==> config.mk <==
export PLATFORM = sky130hd
export DESIGN_NAME = wb_commit
export DESIGN_NICKNAME = d
export VERILOG_FILES = /design/src/rtl/wb_commit_pkg.sv /design/src/rtl/wb_load_queue.sv /design/src/rtl/wb_commit.sv
export SDC_FILE = /design/constraint.sdc
export NUM_CORES = 1
export LEC_CHECK = 0
export BUFFER_PORTS_ARGS = -buffer_cell sky130_fd_sc_hd__buf_2
export CORE_ASPECT_RATIO = 2
export CORE_MARGIN = 5
export CORE_UTILIZATION = 44
export DETAILED_ROUTE_END_ITERATION = 10
export GPL_TIMING_DRIVEN = 0
export PLACE_DENSITY_LB_ADDON = 0.15
export SLEW_MARGIN = 20
export SYNTH_ARGS = -nofsm -noshare
export SYNTH_HDL_FRONTEND = slang
export SYNTH_SLANG_ARGS = --single-unit
export TNS_END_PERCENT = 20
==> constraint.sdc <==
create_clock -name clk -period 6.7 [get_ports clk]
set_input_delay 1.005 -clock clk [delete_from_list [all_inputs] [get_ports clk]]
set_output_delay 1.005 -clock clk [all_outputs]
set_load 0.02 [all_outputs]
==> src/rtl/wb_commit_pkg.sv <==
`default_nettype none
// ============================================================================
//  Module   : wb_commit_pkg
//  Purpose  : Shared regfile geometry and load-queue entry type for the
//             write-back / commit stage.
//  Revision : 1.0  initial release
// ============================================================================
package wb_commit_pkg;

    localparam int c_REG_AW  = 5;   // regfile address width
    localparam int c_GPR_NUM = 32;  // number of general-purpose registers

    // One pending load: destination register and whether its result is dead
    typedef struct packed {
        logic [c_REG_AW-1:0] rd;
        logic                kill;
    } lq_entry_t;

    // Onehot decode of a register number into a GPR-wide mask
    function automatic logic [c_GPR_NUM-1:0] f_onehot(input logic [c_REG_AW-1:0] rd);
        f_onehot     = '0;
        f_onehot[rd] = 1'b1;
    endfunction

endpackage
`default_nettype wire

==> src/rtl/wb_load_queue.sv <==
`default_nettype none
// ============================================================================
//  Module   : wb_load_queue
//  Purpose  : In-order circular queue of pending loads. Entries are marked
//             dead by a flush or by a younger ALU write to the same register;
//             dead entries still pop when their dcache response arrives.
//             Publishes a registered mask of registers owned by live loads.
//  Revision : 1.0  initial release
// ============================================================================
module wb_load_queue
    import wb_commit_pkg::*;
#(
    parameter int LQ_DEPTH = 2
)
(
    input  logic                 clk,
    input  logic                 rst,
    input  logic                 i_flush,
    input  logic                 i_push,
    input  logic [c_REG_AW-1:0]  i_push_rd,
    input  logic                 i_push_kill,
    input  logic                 i_pop,        // only asserted when non-empty
    input  logic                 i_kill0_en,
    input  logic [c_REG_AW-1:0]  i_kill0_rd,
    input  logic                 i_kill1_en,
    input  logic [c_REG_AW-1:0]  i_kill1_rd,
    output lq_entry_t            o_head,
    output logic                 o_empty,
    output logic                 o_full,
    output logic [c_GPR_NUM-1:0] o_live_mask
);

    localparam int c_PTR_W = (LQ_DEPTH > 1) ? $clog2(LQ_DEPTH) : 1;
    localparam int c_CNT_W = c_PTR_W + 1;

    lq_entry_t              r_ent [LQ_DEPTH];
    logic [LQ_DEPTH-1:0]    r_vld;
    logic [c_PTR_W-1:0]     r_head;
    logic [c_PTR_W-1:0]     r_tail;
    logic [c_CNT_W-1:0]     r_count;
    logic [c_GPR_NUM-1:0]   r_live_mask;

    lq_entry_t              w_ent_nxt [LQ_DEPTH];
    logic [LQ_DEPTH-1:0]    w_vld_nxt;
    logic [c_GPR_NUM-1:0]   w_mask_nxt;

    assign o_head      = r_ent[r_head];
    assign o_empty     = (r_count == '0);
    assign o_full      = (r_count == c_CNT_W'(LQ_DEPTH));
    assign o_live_mask = r_live_mask;

    // Next entry contents: apply kills to resident entries, then pop and push
    always_comb begin
        w_ent_nxt  = r_ent;
        w_vld_nxt  = r_vld;
        w_mask_nxt = '0;
        for (int i = 0; i < LQ_DEPTH; i++) begin
            if (i_flush ||
                (i_kill0_en && (r_ent[i].rd == i_kill0_rd)) ||
                (i_kill1_en && (r_ent[i].rd == i_kill1_rd))) begin
                w_ent_nxt[i].kill = 1'b1;
            end
        end
        if (i_pop) begin
            w_vld_nxt[r_head] = 1'b0;
        end
        if (i_push) begin
            w_vld_nxt[r_tail]      = 1'b1;
            w_ent_nxt[r_tail].rd   = i_push_rd;
            w_ent_nxt[r_tail].kill = i_push_kill;
        end
        for (int i = 0; i < LQ_DEPTH; i++) begin
            if (w_vld_nxt[i] && !w_ent_nxt[i].kill) begin
                w_mask_nxt = w_mask_nxt | f_onehot(w_ent_nxt[i].rd);
            end
        end
        w_mask_nxt[0] = 1'b0;
    end

    // Queue state register; pointers wrap naturally at the power-of-2 depth
    always_ff @(posedge clk) begin
        if (rst) begin
            r_vld       <= '0;
            r_head      <= '0;
            r_tail      <= '0;
            r_count     <= '0;
            r_live_mask <= '0;
            for (int i = 0; i < LQ_DEPTH; i++) begin
                r_ent[i] <= '0;
            end
        end else begin
            r_ent       <= w_ent_nxt;
            r_vld       <= w_vld_nxt;
            r_head      <= r_head + c_PTR_W'(i_pop);
            r_tail      <= r_tail + c_PTR_W'(i_push);
            r_count     <= r_count + c_CNT_W'(i_push) - c_CNT_W'(i_pop);
            r_live_mask <= w_mask_nxt;
        end
    end

endmodule
`default_nettype wire

==> src/rtl/wb_commit.sv <==
`default_nettype none
// ============================================================================
//  Module   : wb_commit
//  Purpose  : Write-back / commit stage. Commits slot 0/1 ALU results one
//             cycle after the EX handshake, commits returning load data on
//             port 2 in order, resolves WAW and port collisions, and keeps
//             the load-use busy mask and retired-instruction counter.
//  Revision : 1.0  initial release
// ============================================================================
module wb_commit
    import wb_commit_pkg::*;
#(
    parameter int LQ_DEPTH = 2,
    parameter int CNT_W    = 32
)
(
    input  logic                 clk,
    input  logic                 rst,
    input  logic                 flush,
    input  logic                 ex_valid,
    output logic                 wb_allowin,
    input  logic                 ex_we0,
    input  logic                 ex_we1,
    input  logic [c_REG_AW-1:0]  ex_rd0,
    input  logic [c_REG_AW-1:0]  ex_rd1,
    input  logic [31:0]          ex_data0,
    input  logic [31:0]          ex_data1,
    input  logic                 ex_is_load0,
    input  logic                 dcache_rready,
    input  logic [31:0]          dcache_rdata,
    output logic                 we_0,
    output logic                 we_1,
    output logic                 we_2,
    output logic [c_REG_AW-1:0]  wb_rd0,
    output logic [c_REG_AW-1:0]  wb_rd1,
    output logic [c_REG_AW-1:0]  wb_rd2,
    output logic [31:0]          rd0_data,
    output logic [31:0]          rd1_data,
    output logic [31:0]          rd2_data,
    output logic [c_GPR_NUM-1:0] busy_mask,
    output logic [CNT_W-1:0]     retire_cnt,
    output logic                 lq_err
);

    logic                 w_accept;
    logic                 w_alu0;
    logic                 w_alu1;
    logic                 w_waw;
    logic                 w_we0;
    logic                 w_we1;
    logic                 w_we2;
    logic                 w_push;
    logic                 w_push_kill;
    logic                 w_pop;
    logic                 w_collide;
    logic                 w_kill0_en;
    logic                 w_kill1_en;
    logic                 w_lq_empty;
    logic                 w_lq_full;
    lq_entry_t            w_head;
    logic [c_GPR_NUM-1:0] w_live_mask;
    logic [1:0]           w_retire_inc;

    // Back-pressure uses only the registered occupancy, never a same-cycle pop
    assign wb_allowin  = ~w_lq_full;
    assign w_accept    = ex_valid & wb_allowin & ~flush;

    assign w_alu0      = ex_we0 & ~ex_is_load0 & (|ex_rd0);
    assign w_alu1      = ex_we1 & (|ex_rd1);
    // Younger slot 1 wins a same-bundle write to the same register
    assign w_waw       = w_alu0 & w_alu1 & (ex_rd0 == ex_rd1);
    assign w_we0       = w_accept & w_alu0 & ~w_waw;
    assign w_we1       = w_accept & w_alu1;

    // Any accepted ALU write kills older queued loads to the same register
    assign w_kill0_en  = w_accept & w_alu0;
    assign w_kill1_en  = w_accept & w_alu1;

    // A load whose slot-1 partner writes the same register is born dead
    assign w_push      = w_accept & ex_is_load0 & ex_we0 & (|ex_rd0);
    assign w_push_kill = w_alu1 & (ex_rd1 == ex_rd0);

    assign w_pop       = dcache_rready & ~w_lq_empty;
    assign w_collide   = (w_kill0_en & (ex_rd0 == w_head.rd)) |
                         (w_kill1_en & (ex_rd1 == w_head.rd));
    assign w_we2       = w_pop & ~w_head.kill & ~flush & ~w_collide;

    assign w_retire_inc = w_accept ? (2'd1 + {1'b0, ex_we1 | ~ex_we0}) : 2'd0;
    assign busy_mask    = w_live_mask;

    wb_load_queue #(
        .LQ_DEPTH    (LQ_DEPTH)
    ) u_lq (
        .clk         (clk),
        .rst         (rst),
        .i_flush     (flush),
        .i_push      (w_push),
        .i_push_rd   (ex_rd0),
        .i_push_kill (w_push_kill),
        .i_pop       (w_pop),
        .i_kill0_en  (w_kill0_en),
        .i_kill0_rd  (ex_rd0),
        .i_kill1_en  (w_kill1_en),
        .i_kill1_rd  (ex_rd1),
        .o_head      (w_head),
        .o_empty     (w_lq_empty),
        .o_full      (w_lq_full),
        .o_live_mask (w_live_mask)
    );

    // Commit registers: single-cycle write pulses plus address/data capture
    always_ff @(posedge clk) begin
        if (rst) begin
            we_0       <= 1'b0;
            we_1       <= 1'b0;
            we_2       <= 1'b0;
            wb_rd0     <= '0;
            wb_rd1     <= '0;
            wb_rd2     <= '0;
            rd0_data   <= '0;
            rd1_data   <= '0;
            rd2_data   <= '0;
            retire_cnt <= '0;
            lq_err     <= 1'b0;
        end else begin
            we_0 <= w_we0;
            we_1 <= w_we1;
            we_2 <= w_we2;
            if (w_accept) begin
                wb_rd0   <= ex_rd0;
                rd0_data <= ex_data0;
                wb_rd1   <= ex_rd1;
                rd1_data <= ex_data1;
            end
            if (w_pop) begin
                wb_rd2   <= w_head.rd;
                rd2_data <= dcache_rdata;
            end
            retire_cnt <= retire_cnt + CNT_W'(w_retire_inc);
            lq_err     <= lq_err | (dcache_rready & w_lq_empty);
        end
    end

endmodule
`default_nettype wire

* Word level (Yosys, flattened, before mapping)
Cells that the tools add are included.
Storage, ports and cells: RAM bits 0, input port bits 114, bits in read-only memories 0, register bits 197, output and inout bits 180, memories 0, latch bits 0
Cells by class: bitwise gates (word level) 38, muxes and demuxes 25, div/mod/pow operators 0, $add $sub $neg 6, $lt $le $gt $ge 11, shift operators 0, reductions and logical operators 20, equal/unequal tests 9, multipliers 0
Operators by type and width (count):
- $mux W32 | 2
- $eq A5 B5 Y1 | 8
- $add A32 B2 Y32 | 1
- $or A32 B32 Y32 | 1
- $bwmux W12 | 2
- $mux W6 | 4
- $and A1 B1 Y1 | 21
- $demux W6 S1 | 2
- $lt A5 B6 Y1 const B | 2
- $mux W12 | 1
- $logic_and A1 B1 Y1 | 11
- $demux W1 S5 | 2
- $ge A5 B1 Y1 const B | 2
- $reduce_or A5 Y1 | 2
- $not A1 Y1 | 8
- $mux W1 | 7
- $mux W2 | 3
- $ge A2 B2 Y1 const B | 2
- $logic_or A1 B1 Y1 | 4
- $lt A1 B2 Y1 const B | 2
- $not A1 Y2 | 2
- $or A1 B1 Y1 | 3
- $add A1 B1 Y1 | 2
- $add A1 B1 Y2 const A | 1
- other kinds (11) | 14

* Longest topological paths before layout
Gate-level depths: netlist of run 1.
depth after elaboration 19, gate-level depth with buffers 15

* Modules after synthesis
A second synthesis of run 1 with hierarchy kept.
Second synthesis, totals: cells, all modules 982, area total of the unflattened synthesis 8134.1 µm²
By module, submodules not included:
- wb_commit | seq. area each 2942.8 µm², cells each 712, area an instance 5670.4 µm², times used 1
- wb_load_queue | seq. area each 980.9 µm², cells each 270, area an instance 2463.6 µm², times used 1

* Least setup slack after synthesis of run 1
No wires, ideal clock.
path kind input to register, start point in ex_valid, end point reg retire_cnt[26], data required time 6.630 ns, data arrival time 3.746 ns, path slack 2.883 ns, stages 11, setup time 0.070 ns, cells stage by stage nor2b_1 -> and2_0 -> clkbuf_1 -> clkbuf_1 -> o21ai_0 -> fa_1 -> nor3_1 -> nor2b_1 -> nand2_1 -> or3_1 -> a21oi_1
On the way: longest elaborated chain between the ends 4
Ends and longest elaborated chain:
- from (decl) | RTL line wb_commit.sv:20 | input logic ex_valid,
- $and A1 B1 Y1 (2 in series) | RTL line wb_commit.sv:66 | assign w_accept = ex_valid & wb_allowin & ~flush;
- $mux W2 | RTL line wb_commit.sv:88 | assign w_retire_inc = w_accept ? (2'd1 + {1'b0, ex_we1 | ~ex_we0}) : 2'd0;
- $add A32 B2 Y32 | RTL line wb_commit.sv:139 | retire_cnt <= retire_cnt + CNT_W'(w_retire_inc);
- to (signal assigned) | RTL line wb_commit.sv:139
- to (decl) | RTL line wb_commit.sv:41 | output logic [CNT_W-1:0] retire_cnt,
Every way passes these cells. A chain may end at the register's enable or synchronous reset.

* Worst setup path after layout of run 1
start point in flush, end point reg retire_cnt[26]
On the way: longest elaborated chain between the ends 4
Ends and longest elaborated chain:
- from (decl) | RTL line wb_commit.sv:19 | input logic flush,
- $not A1 Y1 | RTL line wb_commit.sv:66
- $and A1 B1 Y1 | RTL line wb_commit.sv:66
- $mux W2 | RTL line wb_commit.sv:88
- $add A32 B2 Y32 | RTL line wb_commit.sv:139
Every way passes these cells.

==> impl_metrics.py, run 1 <==
metrics = {
    "outcome": {
        "outcome": "completed",
    },
    "clock_tree": {
        "clkTransAtPathRegs_ps": 70,
        "cts.htree.levels": 4,
        "ctsResizeCount": 0,
        "clockBufferDepth": 2,
        "clk_root_buffer_cell": "clkbuf_16",
        "clock-sinks": 196,
        "cts_tree": "built",
        "clk_latency_ps": 440,
        "cts_inserted_buffers": 17,
        "ctsHoldBuffers": 0,
        "cts_setup_buffers": 0,
    },
    "synthesis": {
        "synth_top_area_share": 0.481,
        "ys_types": 59,
        "seq_area_frac_synth": 0.481,
        "synth_edf_count": 0,
        "yosysWarnings": 0,
        "synthesis.area_sq_um": 8150,
        "synth-main-ff-cell": "dfxtp_1",
        "avgSynthCellArea_sq_um": 8.28,
        "ys_ff_latch": 196,
        "yosys-top-cells-area": "dfxtp_1 (48%), nand2_1 (12%), a21oi_1 (8.0%)",
        "synthCells": 984,
        "yosys.area.top_type": "dfxtp_1",
        "async_flop_share": 0,
        "synth_nets": 1103,
    },
    "route": {
        "routedWlPerCell_um": 17.4,
        "drc_errors": 0,
        "ant_nets": 0,
        "wirelength_um": 26400,
        "drtIter0Drc": 381,
        "first_pass_iters": 5,
        "via_count": 8036,
        "via_per_inst": 5.30,
    },
    "die": {
        "die_h_um": 202,
        "core_region_area_sq_um": 18300,
        "num_io_pins": 294,
        "die_area_sq_um": 21500,
        "start_util": 0.445,
        "dieWidth_um": 106,
        "fp-row-count": 70,
    },
    "layout": {
        "final_cell_mix": "buf_2 (297), nand2_1 (250), dfxtp_1 (196)",
        "final_util": 0.571,
        "final_common_cell": "buf_2",
        "layout.nets": 1406,
        "syn_to_final_growth_pct": 28.2,
        "final_layout_size_suffix_gt1_frac": 0.275,
    },
    "timing": {
        "clock_skew_ps": 9.21,
        "final_max_slew_viol_count": 0,
        "finalSetupViolCount": 0,
        "rsz0062_at_grt": "no",
        "finalCriticalPeriod_ps": 4490,
        "post-route-period-util": 0.670,
        "worst_pin_slew_ps": 821,
        "finalHoldViolations": 0,
        "clock.fmax_mhz": 223,
        "tns_ps": 0,
        "slew-limit-headroom": 0.449,
    },
    "global_route": {
        "grt_pass1_wl_um": 40900,
        "gr-usage-all-layers": 0.240,
        "grt_start_max_net_pins": 19,
        "antenna_found_initial": 2,
        "grt_overflow": 0,
        "grt_pass1_vias": 7893,
    },
    "critical_path": {
        "path_max_fanout": 10,
        "arrival_ps": 4860,
        "cp-end-kind": "flop",
        "worst-setup-path-type": "input port to flop",
        "critPathLaunchType": "input port",
        "crit_required_ps": 7070,
    },
    "power_and_ir_drop": {
        "comb_power_share": 0.202,
        "p_clk_frac": 0.355,
        "p_int_uw": 2040,
        "power.density_nw_per_um2": 285,
        "switching_share": 0.315,
        "seq_power_share": 0.443,
        "p_switching_uw": 940,
        "total_leakage_power_uw": 0.00444,
        "peakVddDrop_v": 0.000168,
    },
    "placed_design": {
        "port_buffers": 284,
        "routabilityCongestion": 0.948,
        "dp_hpwl_um": 20500,
    },
    "hold_path": {
        "hold_class": "flop to flop",
    },
    "flow_run": {
        "cap_violations": 0,
    },
}
final cells by class:
type                    instances  area, sq um
clock buffers                  18          439
fillers                      1834         7860
flip-flops and latches        196         3920
multi-input cells             702         3870
clock inverters                14          163
repair buffers                284         1420
diodes                          1         2.50
plain buffers                  76          320
well taps                     216          270
inverters                      10         37.5
layer usage:
layer	part of all wire	global-route usage	wire [um]	up-vias
li1	-	-	-	3932
met1	0.36	0.248	9590	3680
met2	0.53	0.440	13900	341
met3	0.065	0.0611	1720	81
met4	0.044	0.120	1170	2
met5	0.00026	0	7	-
worst paths after layout:
path / to / slack, ps / cells after the start / start
max reg2reg: retire_cnt[26] / 2530 / 12 / u_lq.r_count[0]
min: rd2_data[11] / 450 / 2 / rd2_data[11]
max: retire_cnt[26] / 2210 / 12 / flush
min reg2reg: rd2_data[11] / 450 / 2 / rd2_data[11]
flip-flops by register name (all words and copies together) (netlist names), 5 cells and up:
| register | cells |
|---|---|
| wb_rd1 | 5 |
| retire_cnt | 32 |
| rd0_data | 32 |
| wb_rd0 | 5 |
| u_lq.r_ent | 12 |
| u_lq.o_live_mask | 31 |
| rd2_data | 32 |
| rd1_data | 32 |
| wb_rd2 | 5 |
cells in the mapped netlist (all sizes together) (2+ instances only):
cell type  number
a211oi          5
a21oi         130
a22oi           2
a31oi           5
a41oi           5
and2            4
and3            2
and4            5
buf            25
clkbuf         51
dfxtp         196
ha              4
inv            10
mux2i          10
nand2         251
nand2b          2
nand3          21
nand3b          3
nand4           9
nor2           61
nor2b          12
nor3           14
nor3b           7
nor4            9
nor4b           4
o21ai          10
o21bai          3
o22ai          14
o32ai          20
or2             8
or3             6
xnor2          32
xor2           32
logic make-up after synthesis:
group,share of synthesized area
AO/OA/AOI/OAI,0.149
XOR/XNOR,0.0688
adder cells (fa/ha/maj),0.00860
buffers and inverters,0.0439
flip-flops,0.481
multiplexers,0.0137
other,0.000460
AND/OR/NAND/NOR,0.234
stage by stage:
| stage | hold slack [ps] | total power [uW] | instances | area [sq um] | worst slack [ps] |
|---|---|---|---|---|---|
| 3_5_place_dp | 443 | 1960 | 1484 | 9840 | 1710 |
| 6_report | 451 | 2980 | 1517 | 10400 | 2210 |
| 2_1_floorplan | 461 | 1730 | 984 | 8150 | 2880 |
| 3_3_place_gp | 438 | 1950 | 1484 | 9840 | 1770 |
| 4_1_cts | 454 | 3010 | 1516 | 10400 | 2160 |
| 5_1_grt | 468 | 3130 | 1517 | 10400 | 1840 |
power by group through the flow:
stage / logic [uW] / clock network [uW] / registers, uW
after CTS: 610 / 1080 / 1320
after global placement: 604 / 0 / 1340
after detailed placement: 608 / 0 / 1350
after global routing: 662 / 1130 / 1340
final: 604 / 1060 / 1320
after floorplan: 255 / 0 / 1470
worst max-delay path: stages:
cell and delay (ps):
buf_2 140, nor2b_1 340, and2_0 180, clkbuf_1 230, clkbuf_1 460, o21ai_0 300
fa_1 540, nor3_1 640, nor2b_1 460, nand2_1 120, or3_1 310, a21oi_1 130
No activity file was read; power rests on OpenSTA's default activity.
==> run 2: changes to the inputs <==
Clock period 6.7 ns to 3.8 ns, I/O delays scaled along.
==> run 2 against run 1 <==
  * Non-clock buffer count is the same
  * Via count is essentially flat
  * Clock skew is essentially flat
  * Sequential share of layout area shrank 0.072 points
  * Cell count is the same
  * Final area grew 0.19%
  * Combinational power grew 75%
  * Routed wire length grew 0.41%
  * Worst setup slack lost 2000 ps
==> impl_metrics.py, run 2 (synthesis gave the netlist of run 1 again) <==
metrics = {
    "die": {
        "die_h_um": 202,
        "fp-row-count": 70,
        "die_area_sq_um": 21500,
        "dieWidth_um": 106,
        "num_io_pins": 294,
        "core_region_area_sq_um": 18300,
        "start_util": 0.445,
    },
    "clock_tree": {
        "clock-sinks": 196,
        "ctsHoldBuffers": 0,
        "cts_tree": "built",
        "clk_latency_ps": 440,
        "cts_inserted_buffers": 17,
        "cts.htree.levels": 4,
        "clockBufferDepth": 2,
        "clkTransAtPathRegs_ps": 80,
        "clk_root_buffer_cell": "clkbuf_16",
    },
    "timing": {
        "final_max_slew_viol_count": 0,
        "finalHoldViolations": 0,
        "worst_pin_slew_ps": 815,
        "finalSetupViolCount": 0,
        "clock.fmax_mhz": 282,
        "slew-limit-headroom": 0.453,
        "clock_skew_ps": 9.11,
        "finalCriticalPeriod_ps": 3540,
        "post-route-period-util": 0.932,
        "whs_ps": 358,
    },
    "critical_path": {
        "cp-startpoint": "u_lq.r_count[0]",
        "slowest_delay_ps": 560,
        "r2r_start": "u_lq.r_count[0]",
        "crit_top_cell": "clkbuf_1",
        "crit_required_ps": 4160,
        "reg2reg_to": "retire_cnt[26]",
        "arrival_ps": 3900,
        "cp-end-kind": "flop",
        "crit_path_top_delay_cell": "fa_1",
        "critPathLaunchType": "flop",
        "endpoint": "retire_cnt[26]",
        "crit_chain": "nand2b_1 > clkbuf_1 > and2_0 > clkbuf_1 > clkbuf_2 > o21ai_0 > fa_1 > nor3_4 > nor2b_2 > nand2_1 > or3_1 > a21oi_1",
        "path_max_fanout": 10,
        "reg2reg_depth": 12,
        "reg2reg_slack_ps": 260,
        "worst-setup-path-type": "flop to flop",
    },
    "hold_path": {
        "hold_class": "input port to flop",
    },
    "global_route": {
        "grt_pass1_vias": 7897,
        "grt_pass1_wl_um": 40900,
        "antenna_found_initial": 2,
        "grt_start_max_net_pins": 19,
        "gr-usage-all-layers": 0.240,
        "grt_overflow": 0,
    },
    "power_and_ir_drop": {
        "total_leakage_power_uw": 0.00446,
        "peakVddDrop_v": 0.000295,
        "power.density_nw_per_um2": 502,
        "p_total_uw": 5260,
    },
    "outcome": {
        "outcome": "completed",
    },
    "route": {
        "top_layer": "met5",
        "dr_wl_met2_um": 14000,
        "first_pass_iters": 7,
        "via_per_inst": 5.30,
        "wirelength_um": 26500,
        "drtIter0Drc": 355,
        "ant_nets": 0,
        "routedWlPerCell_um": 17.5,
        "via_count": 8038,
        "drc_errors": 0,
        "route.met3.wl_um": 1780,
        "wl_met1_um": 9570,
    },
    "layout": {
        "syn_to_final_growth_pct": 28.4,
        "layout.nets": 1406,
        "final_cell_mix": "buf_2 (297), nand2_1 (250), dfxtp_1 (196)",
        "final_layout_size_suffix_gt1_frac": 0.278,
        "final_common_cell": "buf_2",
    },
    "placed_design": {
        "port_buffers": 284,
        "routabilityCongestion": 0.948,
        "dp_hpwl_um": 20500,
    },
    "flow_run": {
        "cap_violations": 0,
    },
}
-- run 2: what timing repair did --
item                       CTS  global route
pin swaps                    0             0
resized for setup            2             3
setup endpoints to repair   11             9
buffers inserted             0             0
-- run 2: through the flow --
step	instances	setup TNS (ps)	utilization	worst slack, ps	area (sq um)
global placement	1484	-6440	0.538	-700	9840
CTS	1516	0	0.571	38.5	10400
floorplan	984	0	-	418	8150
finish	1517	0	0.572	260	10500
detailed placement	1484	-7030	0.538	-751	9840
global route	1517	-7.25	0.572	-7.25	10500
-- run 2: final cells by class --
type / instances / area, sq um
Clock buffer: 18 / 439
Timing Repair Buffer: 284 / 1420
Tap cell: 216 / 270
Buffer: 76 / 322
Fill cell: 1834 / 7840
Multi-Input combinational cell: 702 / 3890
Antenna cell: 1 / 2.50
Inverter: 10 / 37.5
Clock inverter: 14 / 163
Sequential cell: 196 / 3920
-- run 2: metal layers --
metal  vias up  GRT usage
met2       340      0.440
li1       3933          -
met3        80     0.0611
met5         -          0
met4         2      0.120
met1      3683      0.248
-- run 2: worst max-delay path: cells and delay by family (launching register included) --
family / cells / cell delay [ps]
buf+inv: 3 / 810
compound gates: 2 / 350
flops: 1 / 360
simple gates: 6 / 1370
fa+ha+maj: 1 / 560
-- run 2: power breakdown --
group / internal (uW) / switching [uW]
logic: 349 / 716
clock network: 1010 / 854
registers: 2240 / 87.1
-- run 2: how the worst min path moves through the flow --
stage                               end     startpoint  slack [ps]  depth (start not counted)
after floorplan           u_lq.r_vld[0]  u_lq.r_vld[0]         460                          2
after global placement      rd0_data[7]    rd0_data[7]         440                          2
after detailed placement      wb_rd0[4]      wb_rd0[4]         440                          2
after CTS                  rd0_data[26]   ex_data0[26]         350                          3
after global routing       rd0_data[26]   ex_data0[26]         340                          3
final                      rd0_data[14]   ex_data0[14]         360                          3
==> run 3: changes to the inputs <==
==> constraint.sdc (replaced) <==
create_clock -name clk -period 3.8 [get_ports clk]
set_input_delay 0 -clock clk [delete_from_list [all_inputs] [get_ports clk]]
set_output_delay 0 -clock clk [all_outputs]
set_load 0.02 [all_outputs]
==> run 3 against run 2 <==
  * Maximum frequency rose by 0.20%
  * Global-route usage rose by 1.6 points
  * Non-clock buffer count rose by 106
  * Worst setup slack improved by 6.9 ps
  * Routed wire length rose by 5.5%
  * Sequential power barely moved
  * Critical path type unchanged
==> impl_metrics.py, run 3 (synthesis gave the netlist of run 1 again) <==
metrics = {
    "outcome": {
        "outcome": "completed",
    },
    "clock_tree": {
        "clk_root_buffer_cell": "clkbuf_16",
        "cts_inserted_buffers": 17,
        "clkTransAtPathRegs_ps": 70,
        "cts_tree": "built",
        "cts_setup_buffers": 0,
        "clock-sinks": 196,
        "clockBufferDepth": 2,
        "clk_latency_ps": 440,
        "cts.htree.levels": 4,
    },
    "power_and_ir_drop": {
        "comb_power_share": 0.217,
        "p_clk_frac": 0.348,
        "power.density_nw_per_um2": 465,
        "p_int_uw": 3670,
        "total_leakage_power_uw": 0.00491,
        "seq_power_share": 0.435,
        "p_switching_uw": 1690,
        "p_total_uw": 5360,
        "peakVddDrop_v": 0.000292,
        "switching_share": 0.315,
    },
    "route": {
        "ant_nets": 0,
        "first_pass_iters": 5,
        "drc_errors": 0,
        "wirelength_um": 28000,
        "via_count": 8560,
        "via_per_inst": 5.27,
        "drtIter0Drc": 358,
        "routedWlPerCell_um": 17.2,
    },
    "placed_design": {
        "dp_hpwl_um": 20500,
        "port_buffers": 284,
        "place_inst": 1484,
        "routabilityCongestion": 0.948,
    },
    "die": {
        "core_region_area_sq_um": 18300,
        "dieWidth_um": 106,
        "die_area_sq_um": 21500,
        "die_h_um": 202,
        "start_util": 0.445,
        "num_io_pins": 294,
        "fp-row-count": 70,
    },
    "global_route": {
        "gr-usage-all-layers": 0.256,
        "grt_overflow": 0,
        "grt_start_max_net_pins": 19,
        "grt_pass1_vias": 8613,
        "antenna_found_initial": 2,
        "grt_pass1_wl_um": 43900,
    },
    "critical_path": {
        "crit_required_ps": 4160,
        "arrival_ps": 3900,
        "reg2reg_slack_ps": 270,
        "path_max_fanout": 10,
        "reg2reg_to": "retire_cnt[26]",
        "r2r_start": "u_lq.r_count[0]",
        "critPathLaunchType": "flop",
        "reg2reg_depth": 12,
        "cp-end-kind": "flop",
        "worst-setup-path-type": "flop to flop",
    },
    "timing": {
        "clock_skew_ps": 9.07,
        "finalSetupViolCount": 0,
        "final_max_slew_viol_count": 0,
        "whs_ps": 111,
        "post-route-period-util": 0.930,
        "finalHoldViolations": 0,
        "clock.fmax_mhz": 283,
        "worst_pin_slew_ps": 825,
        "slew-limit-headroom": 0.446,
        "finalCriticalPeriod_ps": 3530,
    },
    "layout": {
        "syn_to_final_growth_pct": 41.4,
        "n_fill_cell": 1661,
        "final_util": 0.630,
        "final_cell_mix": "buf_2 (297), nand2_1 (250), dfxtp_1 (196)",
        "regArea_sq_um": 3920,
        "layout.nets": 1512,
        "final_common_cell": "buf_2",
        "multiInputGateArea_sq_um": 3890,
        "finalNonFillerCells": 1623,
        "final_layout_size_suffix_gt1_frac": 0.257,
    },
    "flow_run": {
        "cap_violations": 0,
    },
    "hold_path": {
        "hold_class": "input port to flop",
        "min_from": "ex_we0",
        "holdPathStages": 4,
        "hold_end": "we_2",
    },
}
==> run 3: cell type report <==
cell class | instances | share of cell area
antenna | 1 | 0.000217
buffer | 76 | 0.0279
clock buffer | 18 | 0.0381
clock inverter | 14 | 0.0141
inverter | 10 | 0.00326
multi-input combinational | 702 | 0.337
sequential | 196 | 0.340
tap | 216 | 0.0234
timing repair buffer | 390 | 0.215
==> run 3: worst max path at each step <==
| stage | start | to | slack [ps] |
|---|---|---|---|
| floorplan | u_lq.r_count[0] | retire_cnt[26] | 460 |
| global placement | u_lq.r_count[0] | retire_cnt[26] | -330 |
| detailed placement | u_lq.r_count[0] | retire_cnt[26] | -410 |
| CTS | u_lq.r_count[0] | retire_cnt[29] | 40 |
| global route | u_lq.r_count[0] | retire_cnt[26] | -7 |
| finish | u_lq.r_count[0] | retire_cnt[26] | 270 |
==> run 3: power groups by stage <==
stage          clock network, uW  logic [uW]  registers, uW
2_1_floorplan                  0         449           2590
3_3_place_gp                   0        1070           2370
3_5_place_dp                   0        1070           2380
4_1_cts                     1910        1160           2330
5_1_grt                     1990        1270           2350
6_report                    1860        1160           2330
==> run 3: worst max-delay path: stages, from the launching register on <==
cell and delay, ps:
dfxtp_1 360, nand2b_1 110, clkbuf_1 260, and2_0 170, clkbuf_1 230, clkbuf_2 310
o21ai_0 220, fa_1 560, nor3_4 360, nor2b_2 330, nand2_1 100, or3_1 300
a21oi_1 130
==> run 3: what timing repair did <==
item | CTS | global route
cloned | 0 | 0
gates resized for setup | 2 | 3
hold endpoints to repair | 107 | 0
pin swaps | 0 | 0
setup endpoints to repair | 11 | 9
hold buffers | 106 | 0
==> run 3: layer usage <==
metal / global-route usage / vias to the layer above / wire [um]
met5: 0 / - / 7
met2: 0.466 / 378 / 14600
met4: 0.149 / 2 / 1680
met3: 0.0665 / 108 / 1820
met1: 0.257 / 3932 / 9890
li1: - / 4140 / -
==> run 3: stage by stage <==
step	TNS, ps	setup WS (ps)	area [sq um]
global placement	-1600	-330	9840
CTS	0	38.5	11500
global route	-7.25	-7.25	11500
floorplan	0	455	8150
finish	0	267	11500
detailed placement	-2320	-414	9840
